File: src/rtl/key_event_decoder.sv
// Key gesture decoder: turns a debounced active-low key level into single, double
// and long-press pulses, and keeps a 4-bit event counter for board LEDs.
module key_event_decoder #(
  parameter int unsigned LONG_CNT = 200,
  parameter int unsigned GAP_CNT  = 50
) (
  input  logic       clk,
  input  logic       rst,
  input  logic       key_n,
  output logic       single_click,
  output logic       double_click,
  output logic       long_press,
  output logic [3:0] led,
  output logic       busy
);

  typedef enum logic [2:0] {
    S_IDLE      = 3'd0,
    S_PRESS1    = 3'd1,
    S_LONG_HOLD = 3'd2,
    S_WAIT_GAP  = 3'd3,
    S_PRESS2    = 3'd4
  } state_t;

  localparam logic [15:0] LONG_LAST = 16'(LONG_CNT - 1);
  localparam logic [15:0] GAP_LAST  = 16'(GAP_CNT - 1);

  state_t      state_q, state_d;
  logic [15:0] cnt_q, cnt_d;
  logic        key_q, key_d;
  logic        single_q, single_d;
  logic        double_q, double_d;
  logic        long_q, long_d;
  logic [3:0]  led_q, led_d;
  logic        busy_q, busy_d;
  logic        pressed_s;

  // Next-state, counter, pulse and LED-counter logic
  always_comb begin
    key_d     = key_n;
    pressed_s = ~key_q;
    state_d   = state_q;
    cnt_d     = cnt_q;
    single_d  = 1'b0;
    double_d  = 1'b0;
    long_d    = 1'b0;
    case (state_q)
      S_IDLE: begin
        if (pressed_s) begin
          state_d = S_PRESS1;
        end else begin
          state_d = S_IDLE;
        end
      end
      S_PRESS1: begin
        if (!pressed_s) begin
          state_d = S_WAIT_GAP;
        end else if (cnt_q == LONG_LAST) begin
          long_d  = 1'b1;
          state_d = S_LONG_HOLD;
        end else begin
          cnt_d = cnt_q + 16'd1;
        end
      end
      S_LONG_HOLD: begin
        if (!pressed_s) begin
          state_d = S_IDLE;
        end else begin
          state_d = S_LONG_HOLD;
        end
      end
      S_WAIT_GAP: begin
        // A press seen on the timeout cycle still counts as the second press
        if (pressed_s) begin
          state_d = S_PRESS2;
        end else if (cnt_q == GAP_LAST) begin
          single_d = 1'b1;
          state_d  = S_IDLE;
        end else begin
          cnt_d = cnt_q + 16'd1;
        end
      end
      S_PRESS2: begin
        if (!pressed_s) begin
          double_d = 1'b1;
          state_d  = S_IDLE;
        end else begin
          state_d = S_PRESS2;
        end
      end
      default: begin
        state_d = S_IDLE;
      end
    endcase

    if (state_d != state_q) begin
      cnt_d = 16'd0;
    end else begin
      cnt_d = cnt_d;
    end

    if (long_d) begin
      led_d = 4'd0;
    end else if (single_d) begin
      led_d = led_q + 4'd1;
    end else if (double_d) begin
      led_d = led_q - 4'd1;
    end else begin
      led_d = led_q;
    end

    busy_d = (state_d != S_IDLE);
  end

  // State and output registers with synchronous reset
  always_ff @(posedge clk) begin
    if (rst) begin
      state_q  <= S_IDLE;
      key_q    <= 1'b1;
      cnt_q    <= 16'd0;
      single_q <= 1'b0;
      double_q <= 1'b0;
      long_q   <= 1'b0;
      led_q    <= 4'd0;
      busy_q   <= 1'b0;
    end else begin
      state_q  <= state_d;
      key_q    <= key_d;
      cnt_q    <= cnt_d;
      single_q <= single_d;
      double_q <= double_d;
      long_q   <= long_d;
      led_q    <= led_d;
      busy_q   <= busy_d;
    end
  end

  assign single_click = single_q;
  assign double_click = double_q;
  assign long_press   = long_q;
  assign led          = led_q;
  assign busy         = busy_q;

endmodule

File: config.mk
export PLATFORM = sky130hd
export DESIGN_NAME = key_event_decoder
export DESIGN_NICKNAME = d
export VERILOG_FILES = /design/src/rtl/key_event_decoder.sv
export SDC_FILE = /design/constraint.sdc
export NUM_CORES = 1
export LEC_CHECK = 0
export ABC_AREA = 1
export CORE_UTILIZATION = 59
export CTS_CLUSTER_DIAMETER = 60
export DETAILED_ROUTE_END_ITERATION = 12
export PLACE_DENSITY = 0.79
export SYNTH_ARGS = -nofsm -noshare
export SYNTH_HDL_FRONTEND = slang
export SYNTH_SLANG_ARGS = --single-unit
export TNS_END_PERCENT = 50
File: constraint.sdc
create_clock -name clk -period 2.2 [get_ports clk]
set_input_delay 0.22 -clock clk [delete_from_list [all_inputs] [get_ports clk]]
set_output_delay 0.22 -clock clk [all_outputs]
set_load 0.03 [all_outputs]
* Word level (Yosys, flattened, before mapping)
Cells that the tools add are included.
** Storage, ports and cells
- Flip-flop bits (word level) :: 28
- Input bits :: 3
- Output and inout port bits :: 8
- Word-level logic and storage cells :: 52
** Operators by class
- $add $sub $neg :: 3
- Equal/unequal tests :: 11
- Mux-type cells :: 23
- Reductions and logical operators :: 7
** Operators by type and width (count)
- $mux 16 :: 4
- $pmux 16 s2 :: 1
- $add 16x1->16 const B :: 1
- $eq 16x6->1 const B :: 1
- $eq 16x8->1 const B :: 1
- $mux 3 :: 5
- $pmux 3 s5 :: 1
- $mux 1 :: 9
- $mux 4 :: 2
- $ne 2x2->1 const B :: 4
- $eq 3x2->1 const B :: 2
- $reduce_and 5->1 :: 1
- $add 4x1->4 const B :: 1
- $reduce_bool 2->1 :: 2
- $reduce_or 2->1 :: 2
- $sub 4x1->4 const B :: 1
- $eq 3x1->1 const B :: 1
- $eq 3x3->1 const B :: 1
- $logic_not 3->1 :: 1
- $ne 3x3->1 :: 1
- $reduce_bool 3->1 :: 1
- $mux 2 :: 1

* Depth between registers and ports, before layout
Gate-level depths: netlist (run 1).
- Word-level depth :: 6
- Depth in mapped cells :: 13
- Depth with buffers taken out :: 13

* Worst setup path after synthesis (run 1)
OpenSTA, ideal clock, no wires.
- Path kind :: register -> register
- From :: register cnt_q[0]
- To :: register led_q[3], in the netlist led[3]
- Setup time :: 0.116 ns
- Arrival :: 1.815 ns
- Data required time :: 2.084 ns
- Slack :: 0.269 ns
- Cell stages (with the launch flop) :: 13
- Path buffers :: 0
- Clock period less this slack :: 1.931 ns
- Cells stage by stage :: dfxtp_1 -> ha_1 -> nand3_1 -> nor2_4 -> nand3_2 -> ha_1 -> a21o_1 -> a21oi_1 -> nand2_1 -> nand2_1 -> nand3_1 -> nand2_1 -> nor2_1
** Between the ends
- Longest elaborated chain between the ends :: 5
- Elaborated cells between the ends (all ways) :: 11
- Those cells by class :: 2 x eq/ne; 7 x mux; 2 x reduce/logical
** Ends and longest elaborated chain
- start, declared :: line 29 : logic [15:0] cnt_q, cnt_d;
- start signal, assigned :: line 129 : cnt_q <= cnt_d;
- $eq 16x6->1 or $eq 16x8->1 (tied branches) :: line 76, 58
- $mux 1 (on tied branches) :: line 76, 58
- $mux 1 (on tied branches) :: line 74, 56
- $mux 1 :: line 47 : case (state_q)
- $mux 4 (tied with other cells) :: line 104 : end else if (single_d) begin
- end signal, assigned :: line 133 : led_q <= led_d;
- end, declared :: line 34 : logic [3:0] led_q, led_d;
Parallel ways exist; a longest one is shown, timed or not.
A chain may end at the register's enable or synchronous reset.

* Worst setup path in the final report (run 1)
- From :: register cnt_q[1]
- To :: register led_q[3], in the netlist led[3]
Same word-level chain as after synthesis.

==> qor.csv, run 1 <==
stage;metric;value;unit
status;status;complete, but fails checks;
status;violations;design-rule violations;
synthesis;syn-cell-area;0.001804;sq mm
die;std_cell_rows;19;
grt;grt_pass1_wl;6306;um
place;portBuffers;10;
pwr;seqPwrFrac;55.1;%
grt;grt_max_degree;19;
critical_path;path_class;reg -> reg;
pwr;p_sw_share;23.03;%
synthesis;synthArstFlopShare;0;%
grt;overflow;0;
cts;postCtsHoldBufs;0;
place;place_hpwl;2589;um
timing;rsz0062_at_grt;no;
cts;numCtsBuffers;3;
timing;max_freq;492.4;MHz
die;initial_utilization;63.78;%
place;dp_slack;0.1357;ns
critical_path;crit_fanout;6;
pwr;comb_power_share;9.1;%
cts;cts_tree;built;
timing;hold_viol;0;
cts;clkTransAtPathRegs;0.15;ns
die;die_h;57.30;um
synthesis;synthCells;270;
grt;antenna_found_initial;0;
drt;drc;2;
die;pin_count;11;
pwr;power_density;467.2;mW/mm^2
timing;finalCritPeriodShare;92.31;%
timing;setup_viol;0;
place;dp.cells;311;
place;gp_congestion;0.8639;
die;die_x;57.30;um
critical_path;crit_arrival;2.27;ns
place;placed_area;0.001946;sq mm
drt;drt-total-wl;3570;um
final_layout;final_area;0.002019;sq mm
timing;relSlewSlack;73.13;%
drt;antenna_left;0;
pwr;p_clk_share;35.8;%
final_layout;nFillCells;259;
timing;worstMarginPinSlew;0.4025;ns
final_layout;final_cells;316;
synthesis;synth.avg_cell_area;6.682;sq um
pwr;total_power;943.4;uW
timing;holdWs;0.4328;ns
cts;htreeDepth;1;
worst_hold_path;hold_path.class;in -> reg;
grt;grt_pass1_vias;1412;
die;die_area;0.003283;sq mm
timing;finalClockSkew;0.004137;ns
cts;clk_latency;0.33;ns
grt;grt_use_total;24.47;%
cts;clk_path_buf_depth;2;
final_layout;area_delta_synth_final;11.93;%
drt;vias_per_cell;5.063;
synthesis;synthFlopType;dfxtp_1;
critical_path;worstSetupStartpointType;flip-flop;
final_layout;finalCoreUtilization;71.38;%
drt;dr.first_iter.drc_count;81;
run;drv_cap;0;
pwr;p_leak;0.8229;nW
critical_path;required;2.44;ns
drt;drtPass1Iterations;8;
pwr;internal_power;726.2;uW
synthesis;synth.net_count;278;
timing;fin_ws;0.1692;ns
timing;drv_slew;0;
drt;avgRoutedWirePerCell;11.30;um
final_layout;diodes;0;
die;core_area;0.002829;sq mm
final_layout;fin_nets;294;
synthesis;synth-edff-count;0;
synthesis;ys_ff_latch;28;
synthesis;ys_seq_area_share;31.07;%
cts;clock_sinks;28;
timing;layout_min_cycle_time;2.031;ns
synthesis;synth_warnings;0;
synthesis;synth.distinct_cells;35;
cts;root_buffer;clkbuf_4;
pwr;p_sw;217.2;uW
final_layout;layout-drive-gt1-share;12.28;%
drt;vias;1600;
timing;tns;0;ns
critical_path;endpoint_kind;flip-flop;
pwr;ir_worst_vdd;0.3575;mV
[state kept, by name, summed over array words and instances (netlist names)]
register / cells
long_press: 1
led: 4
key_q: 1
state_q: 3
busy: 1
single_click: 1
double_click: 1
cnt_q: 16
[critical path, stage by stage, from the launching register on]
cell and delay (ns):
dfxtp_1 0.37, inv_1 0.06, ha_1 0.13, nand3_1 0.12, nor2_4 0.16, nand3_4 0.12
ha_1 0.28, a21o_1 0.17, a21oi_1 0.18, nand4_1 0.13, a21oi_1 0.16, nor2_1 0.06
[final cells by class]
| cell class | count | area (sq um) | share of cell area [%] |
|---|---|---|---|
| multi-input combinational | 202 | 1086 | 53.78 |
| sequential | 28 | 561.8 | 27.82 |
| timing repair buffer | 17 | 152.6 | 7.559 |
| inverter | 34 | 127.6 | 6.320 |
| clock inverter | 1 | 30.03 | 1.487 |
| tap | 31 | 38.79 | 1.921 |
| clock buffer | 3 | 22.52 | 1.115 |
[final timing paths]
kind                                             from  cells past startpoint  slack, ns                   to
worst max-delay path            cnt_q[1]$_SDFFE_PP0P_                     11       0.17  led[3]$_SDFFE_PP0P_
worst min-delay path                            key_n                      2       0.43     key_q$_SDFF_PP1_
worst max register to register  cnt_q[1]$_SDFFE_PP0P_                     11       0.17  led[3]$_SDFFE_PP0P_
worst min register to register    led[3]$_SDFFE_PP0P_                      2       0.55  led[3]$_SDFFE_PP0P_
[cell families after synthesis]
logic type | count (synthesis) | share of synthesized area [%]
AOI/OAI and AO/OA | 15 | 4.508
xor gates and xnor gates | 12 | 5.825
adders and majority gates | 5 | 3.884
buffers and inverters | 40 | 9.431
DFF | 28 | 31.07
and+or+nand+nor | 170 | 45.29
[synthesized netlist by cell type (3+ instances only)]
library cell / count / share of area, %
nand4_1: 6 / 2.1
xnor2_1: 7 / 3.4
dfxtp_1: 28 / 31
nand3_2: 4 / 2.2
nor2_2: 6 / 2.1
nand3b_1: 5 / 2.1
xor2_1: 5 / 2.4
nand2_2: 4 / 1.4
a21oi_1: 9 / 2.5
nand3_1: 25 / 6.9
nor2_1: 37 / 7.7
nand2_1: 72 / 15
o21ai_0: 3 / 0.83
inv_1: 30 / 6.2
ha_1: 4 / 2.8
[layer usage]
layer  up-vias  track usage, %  part of all wire, %
met5         -               0                    0
met2        16           37.14                   44
met1       705           36.54                   53
li1        877               -                    -
met3         2           4.989                  2.5
met4         0           3.833                 0.64
[power by group through the flow]
stage	combinational [mW]	clock (mW)	sequential [mW]
6_report	0.0854	0.338	0.520
4_1_cts	0.0850	0.345	0.520
3_5_place_dp	0.0843	0	0.531
5_1_grt	0.0948	0.370	0.521
2_1_floorplan	0.0595	0	0.536
3_3_place_gp	0.0839	0	0.531
[timing repair]
action | 4_1_cts | 5_1_grt
setup endpoints to repair | 0 | 1
buffers inserted | 0 | 1
resized for setup | 0 | 3
[layout by cell type (no fill, tap or decap), types with 2 or more instances in the layout]
cell type / n
clkinv_1: 2
nand3b_1: 5
ha_1: 4
nor2_2: 5
clkdlybuf4s50_1: 10
nand2_2: 4
nand2_1: 72
a21oi_1: 9
nand3_2: 3
dfxtp_1: 27
nor2_4: 3
clkbuf_4: 3
xor2_1: 5
o21ai_0: 3
nand2_4: 2
inv_2: 2
inv_1: 30
nand4_1: 6
nand3_1: 25
nor2_1: 37
xnor2_1: 7
buf_4: 7
(Power assumes the default switching activity.)
==> run 2, diff against run 1 <==
--- a/config.mk
+++ b/config.mk
@@ -8,5 +8,4 @@
 export ABC_AREA = 1
 export CORE_UTILIZATION = 59
-export CTS_CLUSTER_DIAMETER = 60
 export DETAILED_ROUTE_END_ITERATION = 12
 export PLACE_DENSITY = 0.79
==> constraint.sdc (replaced) <==
create_clock -name clk -period 2.1 [get_ports clk]
set_input_delay 0.21 -clock clk [delete_from_list [all_inputs] [get_ports clk]]
set_output_delay 0.21 -clock clk [all_outputs]
set_load 0.02 [all_outputs]
==> run 2 against run 1 <==
- the run still ends with design-rule violations left
- highest routed layer unchanged
- sequential cell count unchanged
- clock-buffer cell count unchanged
- global-route usage up 0.25 points
- worst hold slack worse by 0.024 ns
- register-to-register slack worse by 0.13 ns
- routed wire length up 10%
- non-clock buffer count up 9
- clock power up 7.4%
- critical path depth up 1
- largest cell class unchanged
- utilization up 4.5 points
- clock skew up 0.0028 ns
==> qor.csv, run 2 (same netlist as run 1, synthesis figures left out) <==
stage;metric;value;unit;change
timing;holdWs;0.4086;ns;-0.02418 ns
critical_path;worstReg2RegEnd;led[3]$_SDFFE_PP0P_;;
critical_path;crit_buf_inv;1;;unchanged
die;die_h;57.30;um;unchanged
critical_path;crit_arrival;2.35;ns;+0.08 ns
grt;grt_max_degree;19;;unchanged
place;portBuffers;10;;unchanged
grt;antenna_found_initial;0;;unchanged
worst_hold_path;min_from;key_n;;
final_layout;multi_input_area;0.001135;sq mm;+4.5%
timing;drv_slew;0;;unchanged
cts;htreeDepth;1;;unchanged
timing;tns;0;ns;unchanged
critical_path;crit_family;simple AND/OR/NAND/NOR gates;;
cts;clk_latency;0.35;ns;+0.02 ns
place;place_hpwl;2696;um;+4.2%
final_layout;diodes;0;;unchanged
final_layout;largest-register;cnt_q;;
drt;vias;1710;;+6.9%
cts;clkTransAtPathRegs;0.15;ns;about the same
drt;vias_per_cell;5.262;;+3.9%
timing;setup_viol;0;;unchanged
drt;drc;2;;unchanged
die;die_area;0.003283;sq mm;unchanged
critical_path;path_cells;inv_2, ha_4, nand3_4, nor2_4, nand3_4, ha_4, a21o_1, a21oi_2, nand4_1, nand3_1, nand2_1, nor2_1;;
place;gp_congestion;0.8691;;+0.60%
timing;finalCritPeriodShare;97.99;%;+5.7 points
critical_path;critical-path-max-stage-delay;0.39;ns;+0.02 ns
timing;worstMarginPinSlew;0.3649;ns;-0.03760 ns
grt;grt_pass1_wl;6451;um;+2.3%
critical_path;worstSetupStartpointType;flip-flop;;
worst_hold_path;hold_depth;2;;unchanged
final_layout;final_common_cell;nand2_1;;
final_layout;largest_register_ffs;16;;unchanged
drt;dr.first_iter.drc_count;82;;+1.2%
grt;overflow;0;;unchanged
drt;avgRoutedWirePerCell;12.12;um;+7.3%
critical_path;cp-startpoint;cnt_q[1]$_SDFFE_PP0P_;;
timing;layout_min_cycle_time;2.058;ns;+0.02713 ns
pwr;p_leak;0.8777;nW;+6.7%
cts;numCtsBuffers;3;;unchanged
final_layout;nFillCells;220;;-15%
timing;relSlewSlack;75.54;%;+2.4 points
drt;antenna_left;0;;unchanged
drt;drt-total-wl;3940;um;+10%
pwr;power_density;466.0;mW/mm^2;-0.26%
final_layout;fin_nets;303;;+3.1%
run;drv_cap;0;;unchanged
critical_path;crit_fanout;6;;unchanged
timing;hold_viol;0;;unchanged
worst_hold_path;hold-path-endpoint;key_q$_SDFF_PP1_;;
critical_path;endpoint_kind;flip-flop;;
grt;grt_use_total;24.73;%;+0.25 points
final_layout;area_delta_synth_final;19.00;%;
final_layout;layout-drive-gt1-share;19.05;%;+6.8 points
pwr;total_power;1.000;mW;+6.0%
drt;drtPass1Iterations;8;;unchanged
critical_path;required;2.39;ns;-0.05 ns
worst_hold_path;hold_path.class;in -> reg;;
timing;finalClockSkew;0.006911;ns;+0.002774 ns
pwr;ir_worst_vdd;0.4454;mV;+25%
cts;clk_path_buf_depth;2;;unchanged
critical_path;rr_worst_depth;12;;+1
status;violations;design-rule violations;;
die;std_cell_rows;19;;unchanged
grt;grt_pass1_vias;1480;;+4.8%
die;initial_utilization;63.78;%;unchanged
die;die_x;57.30;um;unchanged
final_layout;layout.area.seq;573.1;sq um;+2.0%
timing;max_freq;485.9;MHz;-1.3%
critical_path;crit_path_top_delay_cell;dfxtp_4;;
critical_path;reg2reg_slack;0.04;ns;-0.13 ns
cts;clock_sinks;28;;unchanged
critical_path;path_class;reg -> reg;;
cts;cts_tree;built;;
die;pin_count;11;;unchanged
status;status;complete, but fails checks;;
die;core_area;0.002829;sq mm;unchanged
critical_path;r2r-start;cnt_q[1]$_SDFFE_PP0P_;;
cts;root_buffer;clkbuf_4;;
final_layout;mostFrequentLayoutCells;nand2_1, nor2_1, inv_1;;
timing;rsz0062_at_grt;yes;;
run 2: worst max-delay path by stage:
stage | cells after the start | end
after floorplan | 12 | led[3]$_SDFFE_PP0P_
after global placement | 11 | led[3]$_SDFFE_PP0P_
after detailed placement | 11 | led[3]$_SDFFE_PP0P_
after CTS | 10 | led[3]$_SDFFE_PP0P_
after global routing | 11 | led[3]$_SDFFE_PP0P_
final | 12 | led[3]$_SDFFE_PP0P_
run 2: report_power, final:
part / total, mW / switching (mW) / leakage (nW) / internal [mW]
Combinational: 0.0935 / 0.0618 / 0.619 / 0.0316
Clock: 0.363 / 0.169 / 0.0279 / 0.194
Sequential: 0.544 / 0.00672 / 0.231 / 0.538
Total: 1.00 / 0.238 / 0.878 / 0.763
run 2: cell type report:
class	instances	area share [%]
clock buffer	3	1.049
clock inverter	1	1.399
inverter	34	5.944
multi-input combinational	202	52.86
sequential	28	26.69
tap	31	1.807
timing repair buffer	26	10.26
run 2: metrics by stage:
step	cell area [sq um]	setup slack (ns)	utilization (%)	instances
after floorplan	1804	0.1750	-	270
after global placement	1983	0.1364	70.10	316
after detailed placement	1983	-0.01968	70.10	316
after CTS	2051	0.01115	72.49	321
after global routing	2147	-0.1252	75.90	325
final	2147	0.04211	75.90	325
run 2: timing repair:
action                                  in CTS  in global routing
hold buffers                                 0                  0
endpoints found under the setup margin       1                 13
pin swaps                                    1                 10
setup buffers                                1                  4
gates resized for setup                      1                 18
hold endpoints to repair                     0                  0
run 2: layer usage:
| layer | part of all wire [%] | global-route usage, % | up-vias |
|---|---|---|---|
| met5 | 0 | 0 | - |
| met4 | 0.69 | 5.923 | 0 |
| met3 | 4.2 | 4.762 | 3 |
| met2 | 47 | 38.99 | 31 |
| met1 | 48 | 34.98 | 773 |
| li1 | - | - | 903 |
==> run 3, diff against run 2 <==
- CTS_BUF_LIST: not set -> sky130_fd_sc_hd__clkbuf_16
==> run 3 against run 2 <==
- the run still ends with design-rule violations left
- cell area up 2.5%
- register-to-register slack worse by 0.03 ns
- highest routed layer unchanged
- non-clock buffer count down 1
- cell count down 0.31%
- largest power group is now the clock network
- global-route usage up 0.48 points
- routed wire length up 4.2%
- utilization up 1.9 points
- critical path type unchanged
- setup slack worse by 0.027 ns
==> qor.csv, run 3 (same netlist as run 1, synthesis figures left out) <==
stage;metric;value;unit;change
status;status;complete, but fails checks;;
status;violations;design-rule violations;;
timing;holdWs;0.5048;ns;+0.09622 ns
place;portBuffers;10;;unchanged
critical_path;crit_fanout;6;;unchanged
final_layout;largest_register_ffs;16;;unchanged
critical_path;path_class;reg -> reg;;
critical_path;path_cells;inv_2, ha_4, nand3_4, nor2_4, nand3_4, ha_4, a21o_1, a21oi_2, nand4_1, nand3_1, nand2_1, nor2_1;;
pwr;ir_worst_vdd;0.5043;mV;+13%
cts;clkTransAtPathRegs;0.07;ns;-0.08 ns
grt;grt_pass1_wl;6479;um;+0.43%
grt;grt_pass1_vias;1494;;+0.95%
critical_path;worstReg2RegEnd;led[3]$_SDFFE_PP0P_;;
cts;postCtsHoldBufs;0;;unchanged
final_layout;area_delta_synth_final;21.98;%;
drt;drc;2;;unchanged
drt;avgRoutedWirePerCell;12.67;um;+4.5%
timing;hold_viol;0;;unchanged
run;drv_cap;0;;unchanged
cts;numCtsBuffers;3;;unchanged
timing;max_freq;479.5;MHz;-1.3%
timing;finalClockSkew;0.003929;ns;-0.002982 ns
critical_path;cp-startpoint;cnt_q[1]$_SDFFE_PP0P_;;
cts;root_buffer;clkbuf_16;;
critical_path;required;2.29;ns;-0.10 ns
critical_path;r2r-start;cnt_q[1]$_SDFFE_PP0P_;;
timing;layout_min_cycle_time;2.085;ns;+0.02746 ns
die;initial_utilization;63.78;%;unchanged
place;placed_area;0.001983;sq mm;unchanged
place;dp.cells;316;;unchanged
pwr;seqPwrFrac;45.4;%;-9.0 points
die;die_x;57.30;um;unchanged
grt;grt_max_degree;19;;unchanged
timing;rsz0062_at_grt;yes;;
final_layout;diodes;0;;unchanged
critical_path;crit_end;led[3]$_SDFFE_PP0P_;;
timing;relSlewSlack;74.53;%;-1.0 points
timing;setup_viol;0;;unchanged
cts;clock_sinks;28;;unchanged
final_layout;mostFrequentLayoutCells;nand2_1, nor2_1, inv_1;;
critical_path;endpoint_kind;flip-flop;;
grt;grt_use_total;25.20;%;+0.48 points
grt;overflow;0;;unchanged
drt;vias;1699;;-0.64%
pwr;comb_power_share;7.8;%;-1.5 points
pwr;p_clk_share;46.8;%;+11 points
die;die_h;57.30;um;unchanged
pwr;power_density;545.3;mW/mm^2;+17%
pwr;p_sw;250.3;uW;+5.4%
critical_path;reg2reg_slack;0.01;ns;-0.03 ns
timing;finalCritPeriodShare;99.30;%;+1.3 points
final_layout;final_area;0.002201;sq mm;+2.5%
critical_path;worstSetupStartpointType;flip-flop;;
final_layout;largest-register;cnt_q;;
drt;antenna_left;0;;unchanged
pwr;internal_power;949.9;uW;+25%
final_layout;final_common_cell;nand2_1;;
critical_path;critical-path-max-stage-delay;0.34;ns;-0.05 ns
final_layout;final_cells;324;;-0.31%
timing;drv_slew;0;;unchanged
final_layout;layout-drive-gt1-share;18.43;%;-0.62 points
grt;antenna_found_initial;0;;unchanged
drt;drt-total-wl;4105;um;+4.2%
drt;dr.first_iter.drc_count;76;;-7.3%
pwr;p_leak;0.8953;nW;+2.0%
critical_path;rr_worst_depth;12;;unchanged
cts;clk_path_buf_depth;2;;unchanged
critical_path;crit_arrival;2.28;ns;-0.07 ns
die;pin_count;11;;unchanged
critical_path;crit_path_top_delay_cell;dfxtp_2;;
die;core_area;0.002829;sq mm;unchanged
cts;cts_tree;built;;
drt;drtPass1Iterations;8;;unchanged
worst_hold_path;hold_path.class;in -> reg;;
die;std_cell_rows;19;;unchanged
cts;htreeDepth;1;;unchanged
pwr;p_sw_share;20.85;%;-2.9 points
drt;vias_per_cell;5.244;;-0.34%
timing;worstMarginPinSlew;0.3800;ns;+0.01505 ns
place;gp_congestion;0.8691;;unchanged
cts;clk_latency;0.26;ns;-0.09 ns
place;place_hpwl;2696;um;unchanged
final_layout;fin_nets;302;;-0.33%
die;die_area;0.003283;sq mm;unchanged
timing;tns;0;ns;unchanged
[run 3: changes by cell type in the layout (fill, tap and decap cells not counted), moves of 3 or more]
cell       change
clkbuf_16      +3
clkbuf_4       -3
dfxtp_2        -3
dfxtp_1        +4
[run 3: through the flow]
step | util, % | total power, mW | setup slack, ns
6_report | 77.80 | 1.200 | 0.01465
5_1_grt | 77.80 | 1.245 | -0.1156
4_1_cts | 74.08 | 1.200 | 0.02078
3_5_place_dp | 70.10 | 0.6431 | -0.01968
3_3_place_gp | 70.10 | 0.6411 | 0.1364
2_1_floorplan | - | 0.6214 | 0.1750
[run 3: timing repair]
action | CTS | global route
setup buffers | 0 | 4
gates cloned | 0 | 0
gates resized for setup | 1 | 16
pin swaps | 1 | 11
setup endpoints to repair | 1 | 1
[run 3: power groups by stage]
| stage | clock (mW) | sequential, mW | combinational, mW |
|---|---|---|---|
| floorplan | 0 | 0.559 | 0.0623 |
| global placement | 0 | 0.556 | 0.0849 |
| detailed placement | 0 | 0.556 | 0.0866 |
| CTS | 0.568 | 0.544 | 0.0873 |
| global route | 0.597 | 0.546 | 0.103 |
| finish | 0.561 | 0.545 | 0.0932 |
[run 3: how the worst min path moves through the flow]
stage | start | end | slack (ns) | cells after the start
after floorplan | key_n | key_q$_SDFF_PP1_ | 0.31 | 1
after global placement | led[3]$_SDFFE_PP0P_ | led[3]$_SDFFE_PP0P_ | 0.50 | 2
after detailed placement | led[1]$_SDFFE_PP0P_ | led[1]$_SDFFE_PP0P_ | 0.52 | 2
after CTS | key_n | key_q$_SDFF_PP1_ | 0.51 | 2
after global routing | key_n | key_q$_SDFF_PP1_ | 0.52 | 2
final | key_n | key_q$_SDFF_PP1_ | 0.50 | 2
[run 3: layout make-up]
cell class	count	area (sq um)
inverter	34	127.6
timing repair buffer	25	212.7
sequential	28	565.5
clock buffer	3	75.07
fill	204	628.1
tap	31	38.79
multi-input combinational	202	1151
clock inverter	1	30.03
[run 3: routing by layer]
metal	up-vias	wire, um	track usage, %
met2	35	1990	39.83
met3	5	167	4.082
met5	-	0	0
met4	0	44	9.059
li1	893	-	-
met1	766	1904	34.84
[run 3: critical path: cells and delay by family, from the launching register on]
| kind | cells | cell delay (ns) |
|---|---|---|
| simple gates | 7 | 0.87 |
| buf+inv | 1 | 0.07 |
| fa+ha+maj | 2 | 0.39 |
| compound gates | 2 | 0.34 |
| flops | 1 | 0.34 |
